$ cat src/rtl/diff_arbiter_seq.sv
// Two-requester round-robin arbiter that computes the index of the lowest
// differing bit of the granted operand pair, scanning one nibble per cycle.
module diff_arbiter_seq #(
    parameter int unsigned WIDTH = 32
) (
    input  logic             clk,
    input  logic             rst,
    input  logic             req0,
    input  logic             req1,
    input  logic [WIDTH-1:0] opa0,
    input  logic [WIDTH-1:0] opb0,
    input  logic [WIDTH-1:0] opa1,
    input  logic [WIDTH-1:0] opb1,
    input  logic             abort,
    output logic [1:0]       gnt,
    output logic             busy,
    output logic             done,
    output logic             rsp_id,
    output logic [5:0]       result,
    output logic             equal
);

    typedef enum logic {
        IDLE = 1'b0,
        SCAN = 1'b1
    } state_t;

    localparam logic [5:0] LAST_IDX = 6'(WIDTH - 4);
    localparam logic [5:0] EQ_RES   = 6'(WIDTH);

    state_t           state_q, state_d;
    logic             last_q, last_d;
    logic [WIDTH-1:0] x_q, x_d;
    logic [5:0]       idx_q, idx_d;
    logic [1:0]       gnt_q, gnt_d;
    logic             done_q, done_d;
    logic             rsp_id_q, rsp_id_d;
    logic [5:0]       result_q, result_d;
    logic             equal_q, equal_d;

    logic [3:0]       nib;
    logic [1:0]       nib_pos;
    logic             win;

    assign nib = x_q[3:0];

    always_comb begin
        nib_pos = 2'd0;
        casez (nib)
            4'b???1: nib_pos = 2'd0;
            4'b??10: nib_pos = 2'd1;
            4'b?100: nib_pos = 2'd2;
            4'b1000: nib_pos = 2'd3;
            default: nib_pos = 2'd0;
        endcase
    end

    // On a tie the requester not served last wins; otherwise the sole requester.
    always_comb begin
        win = 1'b0;
        if (req0 && req1) begin
            win = ~last_q;
        end else begin
            win = req1;
        end
    end

    always_comb begin
        state_d  = state_q;
        last_d   = last_q;
        x_d      = x_q;
        idx_d    = idx_q;
        gnt_d    = '0;
        done_d   = 1'b0;
        rsp_id_d = rsp_id_q;
        result_d = result_q;
        equal_d  = equal_q;
        unique case (state_q)
            IDLE: begin
                if (req0 || req1) begin
                    x_d        = win ? (opa1 ^ opb1) : (opa0 ^ opb0);
                    idx_d      = '0;
                    gnt_d[win] = 1'b1;
                    rsp_id_d   = win;
                    last_d     = win;
                    state_d    = SCAN;
                end
            end
            SCAN: begin
                if (abort) begin
                    state_d = IDLE;
                end else if (nib != 4'd0) begin
                    result_d = idx_q + {4'd0, nib_pos};
                    equal_d  = 1'b0;
                    done_d   = 1'b1;
                    state_d  = IDLE;
                end else if (idx_q == LAST_IDX) begin
                    result_d = EQ_RES;
                    equal_d  = 1'b1;
                    done_d   = 1'b1;
                    state_d  = IDLE;
                end else begin
                    x_d   = x_q >> 4;
                    idx_d = idx_q + 6'd4;
                end
            end
            default: state_d = IDLE;
        endcase
    end

    always_ff @(posedge clk) begin
        if (rst) begin
            state_q  <= IDLE;
            last_q   <= 1'b1;
            x_q      <= '0;
            idx_q    <= '0;
            gnt_q    <= '0;
            done_q   <= 1'b0;
            rsp_id_q <= 1'b0;
            result_q <= '0;
            equal_q  <= 1'b0;
        end else begin
            state_q  <= state_d;
            last_q   <= last_d;
            x_q      <= x_d;
            idx_q    <= idx_d;
            gnt_q    <= gnt_d;
            done_q   <= done_d;
            rsp_id_q <= rsp_id_d;
            result_q <= result_d;
            equal_q  <= equal_d;
        end
    end

    assign gnt    = gnt_q;
    assign busy   = (state_q == SCAN);
    assign done   = done_q;
    assign rsp_id = rsp_id_q;
    assign result = result_q;
    assign equal  = equal_q;

endmodule
$ cat config.mk
export PLATFORM = sky130hd
export DESIGN_NAME = diff_arbiter_seq
export DESIGN_NICKNAME = d
export VERILOG_FILES = /design/src/rtl/diff_arbiter_seq.sv
export SDC_FILE = /design/constraint.sdc
export NUM_CORES = 1
export LEC_CHECK = 0
export BUFFER_PORTS_ARGS = -buffer_cell sky130_fd_sc_hd__buf_4
export CORE_MARGIN = 10
export CORE_UTILIZATION = 47
export CTS_BUF_LIST = sky130_fd_sc_hd__clkbuf_8
export DETAILED_ROUTE_END_ITERATION = 16
export PLACE_DENSITY = 0.82
export SETUP_SLACK_MARGIN = 0.05
export SYNTH_ARGS = -nofsm -noshare
export SYNTH_HDL_FRONTEND = slang
export SYNTH_SLANG_ARGS = --single-unit
$ cat constraint.sdc
create_clock -name clk -period 2.24 [get_ports clk]
set_clock_uncertainty 0.15 [all_clocks]
set_input_delay 0.448 -clock clk [delete_from_list [all_inputs] [get_ports clk]]
set_output_delay 0.448 -clock clk [all_outputs]
set_load 0.02 [all_outputs]
# --- Yosys cells after proc, flatten, opt, wreduce, memory -nomap -nowiden ---
# Index checks and enable logic that the tools add are counted.
totals:
  register_bits: 51
  input_bits: 133
  out_inout_bits: 12
  elab_cells: 63
classes:
  addsub: 2
  n_lt_le_gt_ge: 2
  eq_ne: 8
  muxes: 26
  n_bitwise: 6
  reduce_logical: 10
ops:
  columns: ["op", "count"]
  rows:
  - ["32-bit 2-to-1 mux", 5]
  - ["32-bit case mux with 2 select lines", 1]
  - ["32-bit XOR", 2]
  - ["6-bit 2-to-1 mux", 6]
  - ["6-bit case mux with 2 select lines", 1]
  - ["1-bit 2-to-1 mux", 10]
  - ["2-bit != test, second input constant", 4]
  - ["6-bit by 2-bit adder with 6-bit output", 1]
  - ["6-bit by 3-bit adder with 6-bit output, second input constant", 1]
  - ["6-bit by 5-bit == test with 1-bit output, second input constant", 1]
  - ["2-bit case mux with 3 select lines", 1]
  - ["3-bit OR reduction", 2]
  - ["4-bit == test, second input constant", 1]
  - ["1-bit NOT", 4]
  - ["4-bit AND reduction", 1]
  - ["4-bit nonzero test", 1]
  - ["3-bit == test, second input constant", 1]
  - ["3-bit AND reduction", 1]
  - ["2-bit == test, second input constant", 1]
  - ["1-bit logical AND", 2]
  - ["1-bit by 2-bit < comparator with 1-bit output, second input constant", 1]
  - ["1-bit case mux with 2 select lines", 1]
  - ["2-bit AND reduction", 1]
  - ["2-bit nonzero test", 1]
  - ["3 further kinds", 3]

# --- Depth between registers and ports, before layout ---
# Gate-level depths: netlist of the first run.
depth:
  word_depth: 6
  depth_mapped: 7
  mapped_depth_nobuf: 7

# --- Least setup slack after synthesis of the first run ---
# Ideal clock, no wire load.
synth_path:
  path_type: "register to register"
  startpoint: "register x_q[0]"
  endpoint: "register idx_q[3]"
  setup_time_ns: 0.133
  t_arrival_ns: 1.691
  required_ns: 1.957
  slack_ns: 0.266
  stages_incl_launch_ff: 7
  path_buffers: 2
  cell_sequence: "dfxtp_1 > or4_4 > or3_1 > clkbuf_1 > clkbuf_1 > nand3_1 > a21oi_1"
synth_via:
  elab_chain_len: 3
synth_rtl:
  columns: ["item", "line_no", "rtl"]
  rows:
  - ["from (decl)", "33", "logic [WIDTH-1:0] x_q, x_d;"]
  - ["from (signal assigned)", "115", "x_q <= '0;"]
  - ["from (signal assigned)", "125", "x_q <= x_d;"]
  - ["4-bit nonzero test", "92", "end else if (nib != 4'd0) begin"]
  - ["2-bit != test (no line)", null, null]
  - ["4-bit AND reduction (no line)", null, null]
  - ["to (signal assigned)", "126", "idx_q <= idx_d;"]
  - ["to (decl)", "34", "logic [5:0] idx_q, idx_d;"]
# No other way between the ends.
# A chain may end at the register's enable or synchronous reset.

# --- Final worst setup path of the first run ---
layout_path:
  startpoint: "register x_q[0]"
  endpoint: "register x_q[4]"
layout_via:
  elab_chain_len: 3
layout_rtl:
  columns: ["item", "line_no"]
  rows:
  - ["4-bit nonzero test", "92"]
  - ["2-bit != test (no line)", null]
  - ["4-bit AND reduction (no line)", null]
# No other way between the ends.

==> results by group, run 1 <==
Run status
  – Status: complete, no violations

Synth
  – Syn_area_per_cell: roughly 7.5 um^2
  – Ys async rst share: 0%
  – Synth Net Count: around 520
  – Post-synthesis cell type count: 29
  – Seq/Total Area, Yosys: between 30 and 40%
  – Syn Std Cell Area: about 0.0029 mm^2
  – Post-synth top flop: dfxtp_1
  – Yosys reg bits: between 40 and 50
  – Post-synth EDFFs: 0
  – Synthesized instance count: ~380
  – Yosys warns: 0

STA
  – Worst slew margin: between 50% and 60%
  – Fin crit share: 93.2%
  – Slew @ Worst Pin: about 0.7 ns
  – Unrepaired setup endpoints after global routing: no
  – TNS Setup: 0 ns
  – Shortest period the worst path allows: roughly 2.1 ns
  – Fmax: between 0.4 and 0.5 GHz
  – Final Setup Violations: 0
  – PnR worst setup slack: around 0.15 ns
  – Final hold vios: 0
  – Final Max Tran Viols: 0

Place
  – Pre-CTS setup slack: 0.197 ns
  – Gpl congestion: roughly 0.79
  – IO Port Bufs: about 140
  – Hpwl dp: roughly 7000 um

GRT
  – Vias in the first global route: 3222
  – Initial antenna violation count: 0
  – Largest net degree at the start of global routing: 51
  – First-pass GRT wire length: roughly 14000 um
  – GRT overflow: 0
  – GRT Total Usage: between 10% and 20%

Drt
  – Via Count: slightly above 3000
  – Final antenna-violating net count: 0
  – Drt first-iter violations: 172
  – First-pass DRT Iterations: 4
  – Post-detailed-route via-to-cell ratio: approximately 5.2
  – Final WL: between 8000 and 9000 um
  – Wire per inst: between 10 and 15 um
  – Post-route DRC: 0

CTS
  – Number of setup buffers added after CTS: 0
  – CTS Buf Count: 5
  – Clk sink count: a little under 50
  – Cts repair resizes: 0
  – Latest clock arrival within the worst-skew pair: roughly 0.31 ns
  – Clock-pin slew on the worst setup and hold paths: approximately 0.090 ns
  – Hold buffers post-CTS: 0
  – Root Driver: clkbuf_8
  – H-tree depth: 2
  – Clock Path Buffers: 2
  – TritonCTS clock tree: yes

Floorplanning
  – Row count: 28
  – Core area: approximately 0.0059 mm^2
  – Width of the die: between 90 and 100 um
  – Initial Util: between 40% and 50%
  – Die Ht: 98.1 um
  – Die area: 0.00963 mm^2
  – IO Pins: 145

Setup path
  – FF-to-FF End: x_q[4]
  – R2r setup slk: approximately 0.15 ns
  – Critical Path Fanout Max: 30
  – CP Data Required Time: 2.26 ns
  – Worst Setup End Kind: flip-flop
  – Setup CP Type: reg2reg
  – Worst Path Arrival: ~2.1 ns
  – Setup crit start kind: flip-flop
  – Worst r2r path cells: 5
  – Reg2reg start: x_q[0]

Finish
  – Fill cells: ~510
  – Layout area overhead: 45.3%
  – Antenna cells: 0
  – Nets: between 600 and 700
  – Fraction of layout cells with a size suffix above 1: approximately 32%

Worst hold path
  – Hold EP: last_q
  – Hold path depth: 2
  – Hold path start: req1
  – Min-delay worst type: in2reg

Pwr
  – P per Cell Area: 561 mW/mm^2
  – Pwr Total: around 2.3 mW
  – Max VDD drop: between 0.3 and 0.4 mV
  – Leak: about 1.8 nW

Run
  – Maximum Capacitance Violations: 0
cell usage after synthesis, drive strengths merged (2+ instances only):
cell type  instances  share of area, %
nor2              36               4.7
a211oi             6               1.6
a22oi              4               1.0
xnor2             62                19
o21bai             2              0.52
nand2b             2              0.44
dfxtp             49                34
ha                 2              0.87
nor3              34               5.9
clkbuf            22               2.9
inv                3              0.39
o211ai             4               1.0
nand3              6               1.0
or3                3              0.65
buf                4              0.65
a21oi             37               6.5
xor2               5               1.5
nand2             66               8.6
nor4              26               5.7
power breakdown:
group | internal [mW] | switching [mW] | leakage [nW]
Clock | 0.334 | 0.297 | 0.0543
Sequential | 0.957 | 0.0583 | 0.405
Combinational | 0.382 | 0.312 | 1.36
Total | 1.67 | 0.667 | 1.81
stage by stage:
stage	hold slack [ns]	util, %	cells	cell area (um^2)
2_1_floorplan	0.298	-	382	2870
3_3_place_gp	0.294	68.5	585	4060
3_5_place_dp	0.306	68.5	585	4060
4_1_cts	0.245	70.5	593	4170
5_1_grt	0.260	70.5	593	4170
6_report	0.249	70.5	593	4170
sequential cells by signal, indices dropped and copies added, names as in the netlist, 2 cells and up:
signal and flops:
x_q 32, result 6, idx_q 4, gnt 2
layout by cell type (no fill, tap or decap), drive strengths merged, types with 2 or more instances in the layout:
cell / instances
a211oi: 6
a21oi: 37
a22oi: 4
buf: 154
clkbuf: 5
dfxtp: 49
ha: 2
inv: 3
nand2: 66
nand2b: 2
nand3: 6
nor2: 36
nor3: 34
nor4: 26
o211ai: 4
o21bai: 2
or3: 3
xnor2: 62
xor2: 5
metal layers:
layer | vias to the layer above | share of wire, % | global-route usage (%) | routed length (um)
met5 | - | 0 | 0 | 0
met4 | 0 | 0.69 | 3.64 | 59
met3 | 4 | 7.0 | 5.64 | 602
met2 | 92 | 54 | 32.5 | 4610
met1 | 1402 | 39 | 18.2 | 3320
li1 | 1569 | - | - | -
logic make-up (layout without fill, tap and decap cells):
| family | Yosys count | count (layout) | synth area share [%] |
|---|---|---|---|
| adder cells (fa/ha/maj) | 2 | 2 | 0.872 |
| flip-flops | 49 | 49 | 34.2 |
| AO/OA/AOI/OAI | 57 | 57 | 11.9 |
| multiplexers | 2 | 2 | 0.741 |
| other | 1 | 1 | 0.131 |
| XOR/XNOR | 67 | 67 | 20.4 |
| AND/OR/NAND/NOR | 175 | 175 | 27.8 |
| buffers and inverters | 29 | 165 | 3.92 |
cell type report:
| type | count | area, um^2 | area share [%] |
|---|---|---|---|
| Inverter | 3 | 11.3 | 0.270 |
| Timing Repair Buffer | 154 | 1180 | 28.3 |
| Clock inverter | 3 | 46.3 | 1.11 |
| Tap cell | 75 | 93.8 | 2.25 |
| Multi-Input combinational cell | 304 | 1790 | 42.9 |
| Sequential cell | 49 | 981 | 23.5 |
| Clock buffer | 5 | 68.8 | 1.65 |
worst max-delay path, stage by stage, from the launching register on:
cell     delay [ns]
dfxtp_1        0.36
or4_4          0.57
or3_1          0.41
buf_4          0.24
nor2_1         0.14
nor4_1         0.06
worst max-delay path by stage:
stage | from | to | slack (ns) | depth (start not counted)
2_1_floorplan | x_q[0] | idx_q[3] | 0.27 | 6
3_3_place_gp | x_q[0] | x_q[29] | 0.25 | 5
3_5_place_dp | x_q[0] | x_q[23] | 0.20 | 5
4_1_cts | x_q[0] | x_q[4] | 0.15 | 5
5_1_grt | x_q[0] | x_q[27] | 0.07 | 5
6_report | x_q[0] | x_q[4] | 0.15 | 5
(Power assumes the default switching activity.)
==> run 2, diff against run 1 <==
==> constraint.sdc (replaced) <==
create_clock -name clk -period 2.24 [get_ports clk]
set_clock_uncertainty 0.15 [all_clocks]
set_input_delay 0.336 -clock clk [delete_from_list [all_inputs] [get_ports clk]]
set_output_delay 0.336 -clock clk [all_outputs]
set_load 0.02 [all_outputs]
==> results by group, run 2 (synthesis results as in run 1) <==
Run status
  – Status: complete, no violations

GRT
  – Vias in the first global route: about 3000
  – GRT overflow: 0
  – First-pass GRT wire length: ~14000 um
  – Largest net degree at the start of global routing: 51
  – Initial antenna violation count: 0
  – GRT Total Usage: approximately 17%

Setup path
  – Worst r2r path cells: 5
  – Setup crit start kind: flip-flop
  – Critical Path Fanout Max: 30
  – Critical path cell sequence: or4_4 > or3_1 > buf_6 > nor2_1 > nor4_2
  – Delay-heaviest family, CP: simple AND/OR/NAND/NOR gates
  – Setup CP Type: reg2reg
  – Critical-path top delay cell: or4_4
  – Buf/Inv on CP: 1
  – Max incr delay on CP: about 0.58 ns
  – Cell depth of the worst setup path: 5
  – Worst Path Arrival: between 2 and 2.5 ns
  – Worst Setup End Kind: flip-flop
  – CP Data Required Time: around 2.3 ns

STA
  – Slew @ Worst Pin: about 0.75 ns
  – Final Max Tran Viols: 0
  – TNS Setup: 0 ns
  – Final hold vios: 0
  – Fin crit share: approximately 96%
  – Shortest period the worst path allows: 2.14 ns
  – Worst slew margin: between 40 and 50%
  – Hold WS: ~0.13 ns
  – Unrepaired setup endpoints after global routing: no
  – Final Setup Violations: 0
  – Fmax: 0.466 GHz

Floorplanning
  – IO Pins: about 150
  – Die Ht: a little under 100 um
  – Width of the die: 98.1 um
  – Row count: 28
  – Core area: just under 0.006 mm^2
  – Initial Util: between 40% and 50%
  – Die area: 0.00963 mm^2

Drt
  – Final antenna-violating net count: 0
  – Drt first-iter violations: between 150 and 200
  – Post-route DRC: 0
  – Post-detailed-route via-to-cell ratio: 5.25
  – First-pass DRT Iterations: 4
  – Wire per inst: about 15 um
  – Via Count: about 3100
  – Final WL: approximately 8600 um

Place
  – Gpl congestion: approximately 0.78
  – IO Port Bufs: between 100 and 150
  – Hpwl dp: around 6700 um
  – Cells after DPL: between 500 and 600

Finish
  – Antenna cells: 0
  – Max reg flops: 32
  – Most frequent cells in the layout: buf_4 (147), nand2_1 (66), xnor2_1 (62)
  – Register with the most flip-flops: x_q
  – Most common library cell in the layout ignoring fill and taps: buf_4
  – Fraction of layout cells with a size suffix above 1: between 30% and 40%
  – Layout area overhead: 44.5%
  – Non-filler cells, final: between 500 and 600
  – Fill cells: between 500 and 600
  – Nets: 648

CTS
  – Clk sink count: 49
  – Clock Path Buffers: 2
  – Latest clock arrival within the worst-skew pair: around 0.31 ns
  – TritonCTS clock tree: yes
  – Clock-pin slew on the worst setup and hold paths: about 0.090 ns
  – Number of setup buffers added after CTS: 0
  – H-tree depth: 2
  – Root Driver: clkbuf_8
  – CTS Buf Count: 5

Pwr
  – P per Cell Area: around 570 mW/mm^2
  – Leak: 1.80 nW
  – Max VDD drop: between 0.3 and 0.4 mV
  – Pwr Total: 2.36 mW

Worst hold path
  – Hold path depth: 2
  – Min-delay worst type: in2reg

Run
  – Maximum Capacitance Violations: 0
[run 2: changes by cell type in the layout (fill, tap and decap cells not counted)]
cell,before,now
buf_12,2,1
clkbuf_8,5,6
nor4_1,26,25
clkinv_4,1,0
buf_4,152,147
nor4_2,0,1
buf_6,0,2
[run 2: cell type report]
| type | count | area [um^2] | area share [%] |
|---|---|---|---|
| clock buffers | 6 | 82.6 | 1.99 |
| clock inverters | 2 | 37.5 | 0.905 |
| inverters | 3 | 11.3 | 0.271 |
| multi-input cells | 304 | 1800 | 43.3 |
| flip-flops and latches | 49 | 981 | 23.7 |
| well taps | 75 | 93.8 | 2.26 |
| repair buffers | 150 | 1150 | 27.6 |
[run 2: final timing paths]
path | startpoint | endpoint | slack [ns]
setup / recovery | x_q[0] | x_q[15] | 0.1
hold / removal | req1 | last_q | 0.13
setup reg to reg | x_q[0] | x_q[15] | 0.1
hold reg to reg | equal | equal | 0.31
[run 2: routing by layer]
metal / track usage [%] / wire length [um]
met4: 4.08 / 98
met1: 17.8 / 3300
met3: 6.06 / 624
met2: 30.5 / 4630
met5: 0 / 0
[run 2: report_power, final]
| group | switching, mW | internal [mW] |
|---|---|---|
| Sequential | 0.0577 | 0.957 |
| Combinational | 0.313 | 0.373 |
| Clock | 0.300 | 0.363 |
| Total | 0.670 | 1.69 |
[run 2: per-stage QoR]
step                area [um^2]  setup WS (ns)  utilization (%)
global route               4150         0.0393             70.1
finish                     4150         0.0955             70.1
detailed placement         4010          0.141             67.8
floorplan                  2870          0.266                -
global placement           4010          0.257             67.8
CTS                        4130         0.0945             69.8
[run 2: timing repair]
action | in CTS | in global routing
hold buffers | 0 | 0
gates resized for setup | 0 | 3
setup endpoints to repair | 0 | 5
